File: src/rtl/ripple_timer_ctrl.sv
// Sequencer for an external ripple counter: clears it, issues spaced ticks with a settle window,
// and compares the settled count to a terminal value. Define RIPPLE_TIMER_CNT_CHECK_EN for count checking.
module ripple_timer_ctrl #(
  parameter int WIDTH  = 4,
  parameter int PS_W   = 4,
  parameter int SETTLE = 2
) (
  input  logic             clk,
  input  logic             reset,
  input  logic             start,
  input  logic             stop,
  input  logic             auto_reload,
  input  logic [WIDTH-1:0] period,
  input  logic [PS_W-1:0]  prescale,
  input  logic [WIDTH-1:0] cnt_q,
  output logic             cnt_tick,
  output logic             cnt_clr_n,
  output logic             busy,
  output logic             done,
  output logic             err
);

  localparam int ST_W = (SETTLE > 1) ? $clog2(SETTLE) : 1;
  localparam logic [PS_W-1:0] PS_ONE  = PS_W'(1);
  localparam logic [ST_W-1:0] ST_ONE  = ST_W'(1);
  localparam logic [ST_W-1:0] ST_LOAD = ST_W'(SETTLE - 1);

  typedef enum logic [2:0] {
    S_IDLE     = 3'd0,
    S_CLEAR    = 3'd1,
    S_PRESCALE = 3'd2,
    S_TICK     = 3'd3,
    S_SETTLE   = 3'd4,
    S_CHECK    = 3'd5
  } state_t;

  state_t           r_state;
  state_t           w_state_next;
  logic [WIDTH-1:0] r_period;
  logic [PS_W-1:0]  r_prescale;
  logic [PS_W-1:0]  r_ps_cnt;
  logic [PS_W-1:0]  w_ps_cnt_next;
  logic [ST_W-1:0]  r_st_cnt;
  logic [ST_W-1:0]  w_st_cnt_next;
  logic             w_accept;
  logic             w_match;
  logic             w_abort;
  logic             w_cnt_bad;

  logic r_cnt_tick;
  logic r_cnt_clr_n;
  logic r_busy;
  logic r_done;
  logic w_tick_next;
  logic w_clr_n_next;
  logic w_busy_next;

  assign w_abort = stop && (r_state != S_IDLE);

`ifdef RIPPLE_TIMER_CNT_CHECK_EN
  logic [WIDTH-1:0] r_exp_cnt;
  logic             r_err;

  assign w_cnt_bad = (r_state == S_CHECK) && (cnt_q != r_exp_cnt);

  // Expected count mirrors what an intact counter should show after each tick.
  always_ff @(posedge clk) begin
    if (!reset) begin
      r_exp_cnt <= '0;
    end else if (r_state == S_CLEAR) begin
      r_exp_cnt <= '0;
    end else if (r_state == S_TICK) begin
      r_exp_cnt <= r_exp_cnt + WIDTH'(1);
    end
  end

  always_ff @(posedge clk) begin
    if (!reset) begin
      r_err <= 1'b0;
    end else if (w_accept) begin
      r_err <= 1'b0;
    end else if (w_cnt_bad && !w_abort) begin
      r_err <= 1'b1;
    end
  end

  assign err = r_err;
`else
  assign w_cnt_bad = 1'b0;
  assign err       = 1'b0;
`endif

  always_comb begin
    w_state_next  = r_state;
    w_ps_cnt_next = r_ps_cnt;
    w_st_cnt_next = r_st_cnt;
    w_accept      = 1'b0;
    w_match       = 1'b0;
    case (r_state)
      S_IDLE: begin
        if (start && !stop && (period != '0)) begin
          w_accept     = 1'b1;
          w_state_next = S_CLEAR;
        end
      end
      S_CLEAR: begin
        w_ps_cnt_next = r_prescale;
        w_state_next  = S_PRESCALE;
      end
      S_PRESCALE: begin
        if (r_ps_cnt == '0) begin
          w_state_next = S_TICK;
        end else begin
          w_ps_cnt_next = r_ps_cnt - PS_ONE;
        end
      end
      S_TICK: begin
        w_st_cnt_next = ST_LOAD;
        w_state_next  = S_SETTLE;
      end
      S_SETTLE: begin
        if (r_st_cnt == '0) begin
          w_state_next = S_CHECK;
        end else begin
          w_st_cnt_next = r_st_cnt - ST_ONE;
        end
      end
      S_CHECK: begin
        // A count mismatch outranks the terminal compare.
        if (w_cnt_bad) begin
          w_state_next = S_IDLE;
        end else if (cnt_q == r_period) begin
          w_match      = 1'b1;
          w_state_next = auto_reload ? S_CLEAR : S_IDLE;
        end else begin
          w_ps_cnt_next = r_prescale;
          w_state_next  = S_PRESCALE;
        end
      end
      default: begin
        w_state_next = S_IDLE;
      end
    endcase
    if (w_abort) begin
      w_state_next = S_IDLE;
      w_match      = 1'b0;
    end
  end

  // Outputs register the decision made in the current state, so they trail the state by one cycle.
  assign w_tick_next  = (r_state == S_TICK) && !w_abort;
  assign w_clr_n_next = !((r_state == S_CLEAR) && !w_abort);
  assign w_busy_next  = (r_state != S_IDLE) && !w_abort && !w_cnt_bad;

  always_ff @(posedge clk) begin
    if (!reset) begin
      r_state     <= S_IDLE;
      r_ps_cnt    <= '0;
      r_st_cnt    <= '0;
      r_period    <= '0;
      r_prescale  <= '0;
      r_cnt_tick  <= 1'b0;
      r_cnt_clr_n <= 1'b0;
      r_busy      <= 1'b0;
      r_done      <= 1'b0;
    end else begin
      r_state     <= w_state_next;
      r_ps_cnt    <= w_ps_cnt_next;
      r_st_cnt    <= w_st_cnt_next;
      r_cnt_tick  <= w_tick_next;
      r_cnt_clr_n <= w_clr_n_next;
      r_busy      <= w_busy_next;
      r_done      <= w_match;
      if (w_accept) begin
        r_period   <= period;
        r_prescale <= prescale;
      end
    end
  end

  assign cnt_tick  = r_cnt_tick;
  assign cnt_clr_n = r_cnt_clr_n;
  assign busy      = r_busy;
  assign done      = r_done;

endmodule

File: config.mk
export PLATFORM = sky130hd
export DESIGN_NAME = ripple_timer_ctrl
export DESIGN_NICKNAME = d
export VERILOG_FILES = /design/src/rtl/ripple_timer_ctrl.sv
export SDC_FILE = /design/constraint.sdc
export NUM_CORES = 1
export LEC_CHECK = 0
export CORE_ASPECT_RATIO = 1.25
export CORE_MARGIN = 3
export CORE_UTILIZATION = 52
export CTS_CLUSTER_DIAMETER = 30
export DETAILED_ROUTE_END_ITERATION = 8
export HOLD_SLACK_MARGIN = 0.12
export PLACE_DENSITY_LB_ADDON = 0.12
export SLEW_MARGIN = 30
export SYNTH_ARGS = -nofsm -noshare
export SYNTH_HDL_FRONTEND = slang
export SYNTH_SLANG_ARGS = --single-unit
File: constraint.sdc
create_clock -name clk -period 3.24 [get_ports clk]
set_clock_uncertainty 0.15 [all_clocks]
set_input_delay 0.486 -clock clk [delete_from_list [all_inputs] [get_ports clk]]
set_output_delay 0.486 -clock clk [all_outputs]
set_load 0.01 [all_outputs]
==> impl_summary.md, run 1 <==
Clock tree
Buffers inserted during clock tree synthesis total 3. The clock input transition at the sequential cells of the worst setup and hold paths is 110 ps. The later pin in the worst-skew pair is clocked with a latency of 290 ps. The hold buffer count at cts is 0.

The depth of the CTS H-tree is 1. The cell sitting at the root of the clock tree is a clkbuf_4. Buffers added to address setup during post-CTS repair amount to 0. The clock sink count is 20. The longest clock path from root to sink contains 2 buffers. The count of instances resized after the clock tree is built is 0. TritonCTS built the clock tree.

Min path
In this run the most critical hold path is launched from r_ps_cnt[1]$_SDFFE_PN0P_. The class of the tightest hold or removal check is reg -> reg.

Power and ir drop
The share of total power dissipated in the clock network is between 20% and 30%. In this run the power spent charging and discharging nets is about 0.00011 W. The largest voltage drop on the vdd net is 289 uV. The static leakage power is between 0.4 and 0.5 nW. Per report_power, the sequential group accounts for 55.1% of the total. The internal portion of the total power is 0.000366 W. The switching power as a share of total power is 23.0%. The cell area power density is 382 nW/um^2. The share of total power dissipated in combinational logic is 15.3%.

STA
The worst path uses 60.9% of the clock period. Static timing analysis puts the maximum clock frequency at between 500 and 600 MHz. Setup repair after global routing left no endpoint under its margin.

The number of max-slew violations in the final report is 0. Setup violations remaining at the end of the flow were counted as 0. In this run the tightest slew margin relative to its limit is 57.2%.

For the pin with the worst max-slew slack, the measured transition is 640 ps. The number of hold violations in the final report is 0. The post-route setup TNS is 0 ps.

The clock period could shrink to 1970 ps.

Drt
The routed wirelength normalized by instance count is 12.2 um. In this run, the number of DRC markers left after iteration 0 of detailed routing was 7. The met3 wire length is 92 um.

The final layout contains routed wiring with a total length of 1.81 mm. For this run, the detailed router's first-pass iteration total came to 4. The per-cell via count in the routed design is 5.59. The overall via count from detail_route is approximately 830. The sum of routed wire segments on met1 is 828 um. The top layer used by detailed routing is met3. The number of remaining DRC errors is 0. The final antenna-violating net count is 0. The length of routed met2 wiring is between 800 and 900 um.

GRT
The first global-routing pass estimated 2.93 mm of wire. Global routing used 15.0% of the available tracks across all layers. The via count of the first global-routing pass is 696. Summed over all layers, the global routing overflow is 0.

The largest net degree at the start of global routing is 23. The number of antenna violations at the first check in global routing was 0.

Outcome
The run finished with clean final reports.

Synth
For this run, asynchronously set or reset flops after synthesis account for 0%. Summed over its instances, the top area cell type makes up 39.5% of the synthesized netlist area. Dividing the synthesized area by the synthesized cell count gives 9.05 sq um. The sequential area share after synthesis is between 30% and 40%.

The number of synthesized register bits is 20. The number of different library cells used by synthesis comes to 37. After synthesis the cells add up to 1010 sq um. The most used flip-flop cell after synthesis is dfxtp_1. After synthesis, the cell types taking the most area are dfxtp_1 (40%), mux2i_1 (8.9%), nor2b_1 (6.2%), xor2_1 (3.5%), nand2_1 (3.0%). The count of yosys warnings during synthesis is 0. Synthesis produced 112 cells. The post-synthesis cell type with the largest combined area is dfxtp_1.

The commonest cells after synthesis are dfxtp_1 (20), nor2b_1 (10), mux2i_1 (9), nand2_1 (8), nor2_1 (6). In this run, synthesis inferred 0 flip-flops with an integrated enable. The most common cell in the synthesized netlist is dfxtp_1.

The total nets after synthesis is 130.

Worst setup path
STA classifies the critical path endpoint as a register. The largest stage delay on the critical path is approximately 530 ps. The critical path goes through clkdlybuf4s50_1 -> xor2_1 -> nor4_2 -> a21o_1 -> mux2i_1. The slowest cell on the critical path is nor4_2. The startpoint identified for the worst register-to-register timing path is r_state[2]$_SDFFE_PP0P_. At the worst endpoint, the required time is 3320 ps. The type of the worst setup path is in -> reg. The worst endpoint data arrival time is roughly 2100 ps.

The kind of cell adding the most delay to the critical path is simple AND/OR/NAND/NOR gates. Of all nets on the critical path, the largest fanout is 6. The start point of the critical path is cnt_q[3]. STA classifies the critical path startpoint as a primary input.

The worst path buffer plus inverter count is 1.

Placed design
The post-place instance area is ~1200 sq um. The placed wire-length estimate after detailed placement is 1.36 mm. The congestion estimate from routability-driven global placement came to 0.833. Buffers placed on the I/O ports in this run total 20.

Floorplanning
The initial utilization of the core area, before any placement, comes to 56.1%. The x dimension of the die is approximately 45 um. The number of cell rows is 17.

In this run the vertical extent of the chip is roughly 55 um. The full die area is 2520 sq um. The top-level I/O count is 22. The floorplan core area is 1810 sq um.

Final layout
The filler cells instantiated in the layout total 155. In the final design database the tool counted between 100 and 150 nets. The number of antenna diodes in the final layout is 0. The final cell area excluding filler cells is about 1200 sq um. The share of final-layout standard cells stronger than drive strength 1 is around 7.0%. From synthesis to final layout, the design area changed by 22.6%.

Run
The max-cap violation count is 0.
==> worst paths after layout <==
| kind | slack (ps) | endpoint | cells past startpoint |
|---|---|---|---|
| hold / removal | 340 | r_ps_cnt[1]$_SDFFE_PN0P_ | 2 |
| setup / recovery | 1270 | r_ps_cnt[1]$_SDFFE_PN0P_ | 5 |
| setup reg to reg | 1340 | r_prescale[1]$_SDFFE_PN0P_ | 5 |
| hold reg to reg | 340 | r_ps_cnt[1]$_SDFFE_PN0P_ | 2 |
==> layout make-up <==
class	instances	area [sq um]	area share, %
Timing Repair Buffer	21	208	16.7
Sequential cell	20	400	32.2
Multi-Input combinational cell	82	567	45.6
Clock buffer	4	36.3	2.92
Tap cell	19	23.8	1.91
Inverter	2	7.51	0.604
==> layout by cell type, fill, tap and decap left out, drive strengths merged <==
master	instances
inv	2
nor4b	2
clkbuf	4
o21a	1
or3b	1
nor4	2
o32ai	1
and2b	1
conb	1
o211ai	2
a221oi	2
o22ai	3
dfxtp	20
a211oi	1
and3	2
nor2	6
nor3b	3
a21boi	1
ha	1
mux2i	9
xor2	4
o21ba	1
and2	3
nand2b	1
or3	2
a21oi	4
o21ai	4
buf	1
clkdlybuf4s50	20
or4b	1
nor2b	10
nor3	2
a21o	2
nand4	1
nand2	8
==> logic make-up (layout without fill, tap and decap cells) <==
kind of cell	Yosys count	after routing	share of synthesized area [%]
simple gates	45	45	26.8
compound gates	22	22	14.6
flops	20	20	39.5
buf+inv	10	27	5.19
mux	9	9	8.89
xor+xnor	4	4	3.46
fa+ha+maj	1	1	1.23
other cells	1	1	0.370
==> metal layers <==
metal / vias up / track usage (%)
met3: 0 / 3.91
met5: - / 0
li1: 430 / -
met2: 22 / 25.0
met1: 375 / 19.1
met4: 0 / 2.51
==> worst min-delay path, stage by stage (launching register included) <==
cell and delay, ps:
dfxtp_1 340, nand2_1 60, mux2i_1 60
==> state kept, by name, indices dropped and copies added, names as in the netlist <==
register    count
r_prescale      4
r_st_cnt        1
busy            1
cnt_tick        1
done            1
r_period        4
cnt_clr_n       1
r_state         3
r_ps_cnt        4
==> power groups by stage <==
stage,logic (W),clock network (W),registers [W]
after floorplan,0.0000460,0,0.000264
after global placement,0.0000724,0,0.000267
after detailed placement,0.0000731,0,0.000267
after CTS,0.0000733,0.000147,0.000262
after global routing,0.0000794,0.000164,0.000263
final,0.0000728,0.000141,0.000261
==> through the flow <==
stage          util, %  hold WS [ps]  worst slack, ps  power, W  cells
2_1_floorplan        -           298             1550  0.000310    112
3_3_place_gp      66.7           311             1030  0.000339    144
3_5_place_dp      66.7           328              979  0.000340    144
4_1_cts           68.7           344             1300  0.000482    148
5_1_grt           68.7           356             1210  0.000507    148
6_report          68.7           342             1270  0.000475    148
No activity file was read; power rests on OpenSTA's default activity.
==> inputs of run 2 (changes only) <==
- CORE_UTILIZATION: 52 -> 44
- clock period: 3.24 -> 1.7 ns (I/O delays scaled with it)
==> run 2 against run 1 <==
  * Clock-buffer cell count decreased by 1
  * Clock power increased to 2.8 times the previous value
  * Non-clock buffer count increased by 15
  * Combinational power increased by 150%
  * Utilization increased by 0.72 points
  * First-iteration DRC count increased to 3.6 times the previous value
  * Total power increased by 130%
  * Setup slack got worse by 1200 ps
  * Sequential power increased by 90%
  * Critical path type is now reg -> reg
  * Critical endpoint is now r_period[1]$_SDFFE_PN0P_
  * Highest routed layer is now met4
==> impl_summary.md, run 2 (same netlist as run 1, synthesis figures left out) <==
Worst setup path
The worst flop-to-flop path startpoint is r_state[2]$_SDFFE_PP0P_. Walking the worst path, the cells encountered are or3_4 -> nor4b_2 -> buf_4 -> mux2i_1 -> nor2b_1. STA classifies the critical path endpoint as a register. For the worst setup path, the data required time is 1750 ps. By startpoint and endpoint, the worst setup path is classified as reg -> reg.

STA puts the critical path data arrival time at 1730 ps. The worst setup path is launched from a register. For this design, the slowest cell found on the critical path is or3_4. Measured in cells, the most critical reg-to-reg path has a length of 5. The slack of the worst reg-to-reg path is ~27 ps. Along the worst path, the maximum fanout reaches 8.

The worst reg2reg path endpoint is r_period[1]$_SDFFE_PN0P_. Counting both buffers and inverters, the worst setup path holds a total of 1. On the critical path the largest part of the delay comes from simple AND/OR/NAND/NOR gates. On the worst path, the slowest cell contributes a delay of roughly 380 ps.

Drt
Routed signal wires occupy layers up through met4. The count of nets left with antenna violations once routing finished came out at 0. The number of remaining DRC errors is 0. The met3 wire length is 94 um. Dividing the detail-routed via count by the number of cells gives 5.38. The sum of routed wire segments on met1 is 965 um. The routed wirelength normalized by instance count is 13.4 um. The first-iteration detailed-routing DRC count is 25. The length of routed met2 wiring is between 1 and 1.5 mm. The first TritonRoute pass finished after 4 iterations. The routed wire length is 2.34 mm. The detailed router placed 936 vias in this run.

Final layout
The final standard cell utilization of the core is 69.4%. The share of final-layout standard cells stronger than drive strength 1 is 24.3%. The antenna diode instance count is 0. In the layout the commonest cells are clkdlybuf4s50_1 (20), dfxtp_1 (17), buf_4 (16), nor2b_1 (10), mux2i_1 (9). The library cell used most frequently in the layout, excluding fill and tap cells, is clkdlybuf4s50_1. Compared with the post-synthesis result, the final layout area differs by 42.0%. The number of fillers in the final layout is 185. The number of nets in the layout is 163. The final cell area excluding filler cells is 1440 sq um.

The largest registers in the layout are r_period (4), r_prescale (4), r_ps_cnt (4).

Clock tree
After clock tree synthesis, the clock-pin slew on the worst setup and hold paths is between 100 and 150 ps. In this run, CTS created clock tree buffers numbering 3. The depth of the CTS H-tree is 1. The clock sink count is 20.

The maximum buffer depth of the clock tree is 2. The insertion delay of the later-clocked pin in the worst-skew pair is 310 ps. The clock tree from TritonCTS is done. The root buffer cell is clkbuf_4.

GRT
The via count of the first global-routing pass was 916. The first global-routing pass estimated 3.88 mm of wire. Summed over all layers, the global routing overflow is 0. The overall routing resource usage is between 10% and 20%. The number of antenna violations at the first check in global routing was 0.

The largest net degree at the start of global routing is 15.

Min path
The launch point of the worst hold path is r_ps_cnt[1]$_SDFFE_PN0P_. The worst hold path terminates at r_ps_cnt[1]$_SDFFE_PN0P_. The number of cells traversed by the worst hold path is 2.

The tightest min-delay check is of the reg -> reg type.

Placed design
The placed wire-length estimate after detailed placement is around 1.7 mm. Port buffering added 20 buffers. The post-place instance area is approximately 1300 sq um.

The final weighted congestion in routability-driven placement is 0.797.

Floorplanning
Measured along the x axis, the die boundary spans 48.9 um. The floorplan step defined a die boundary enclosing 2920 sq um. The floorplan core area is 2070 sq um. For this configuration, the core starts out at a cell density of 48.9%.

The top-level I/O count is 22. From bottom edge to top edge, the die measures 59.7 um. The number of cell rows is 18.

STA
The number of max-slew violations in the final report came to 0. Setup repair after global routing could not meet its margin everywhere. The shortest period the worst path allows is 1670 ps. The number of hold violations in the final report is 0. The timing-limited maximum frequency is 598 MHz.

The period utilization is 98.4%. The final-layout worst hold slack is 331 ps. The final number of setup-violating endpoints is 0.

Outcome
The run finished with clean final reports.

Power and ir drop
Power spread over the standard cell area amounts to 745 nW/um^2. The largest voltage drop on the vdd net is just over 600 uV. Summed over all cells, the static leakage comes to 0.569 nW.

Run
The tool flagged a number of max-cap violations equal to 0.
==> run 2: cell count changes in the layout (fill, tap and decap cells not counted), moves of 2 or more <==
cell | before | now
dfxtp_1 | 20 | 17
dfxtp_2 | 0 | 3
o21ai_0 | 4 | 2
nor3b_1 | 3 | 1
buf_4 | 1 | 16
o21ai_1 | 0 | 2
==> run 2: through the flow <==
step	total power (W)	worst slack (ps)	setup TNS (ps)	cells
global route	0.00112	-59.8	-237	174
finish	0.00107	26.7	0	174
detailed placement	0.000670	-243	-2780	169
floorplan	0.000591	7.30	0	112
CTS	0.00106	1.44	0	173
global placement	0.000665	-200	-2190	169
==> run 2: power breakdown <==
group | total (W) | leakage (nW) | switching, W | internal (W)
Clock | 0.000398 | 0.0279 | 0.000160 | 0.000238
Combinational | 0.000179 | 0.377 | 0.0000723 | 0.000106
Sequential | 0.000495 | 0.164 | 0.00000986 | 0.000485
==> run 2: final cells by class <==
cell class                 count  area (sq um)  area share (%)
inverter                       2          7.51           0.522
tap                           30          37.5            2.61
clock buffer                   3          22.5            1.57
multi-input combinational     82           617            42.9
timing repair buffer          36           320            22.3
clock inverter                 1          30.0            2.09
sequential                    20           404            28.1
==> run 2: tightest hold or removal path: cells and delay by family (launching register included) <==
kind             cells  cell delay (ps)
multiplexers         1               50
flip-flops           1              350
AND/OR/NAND/NOR      1               50
==> run 2: timing repair <==
action                                  CTS  global route
gates resized for setup                   1            14
endpoints found under the setup margin    4            11
pin swaps                                 0             1
setup buffers                             0             1
hold buffers                              0             0
==> run 2: routing by layer <==
metal	up-vias	GRT usage [%]
met5	-	0
met4	0	7.32
met3	2	3.24
met2	24	32.0
met1	452	19.3
li1	458	-
==> run 2: worst max path at each step <==
stage | from | cells after the start | slack [ps] | end
6_report | r_state[2]$_SDFFE_PP0P_ | 5 | 30 | r_period[1]$_SDFFE_PN0P_
5_1_grt | r_state[2]$_SDFFE_PP0P_ | 5 | -60 | r_period[1]$_SDFFE_PN0P_
4_1_cts | r_state[2]$_SDFFE_PP0P_ | 5 | 1 | r_prescale[1]$_SDFFE_PN0P_
3_5_place_dp | period[0] | 6 | -240 | r_prescale[1]$_SDFFE_PN0P_
3_3_place_gp | period[2] | 5 | -200 | r_state[0]$_SDFFE_PP0P_
2_1_floorplan | r_state[0]$_SDFFE_PP0P_ | 6 | 7 | r_period[0]$_SDFFE_PN0P_
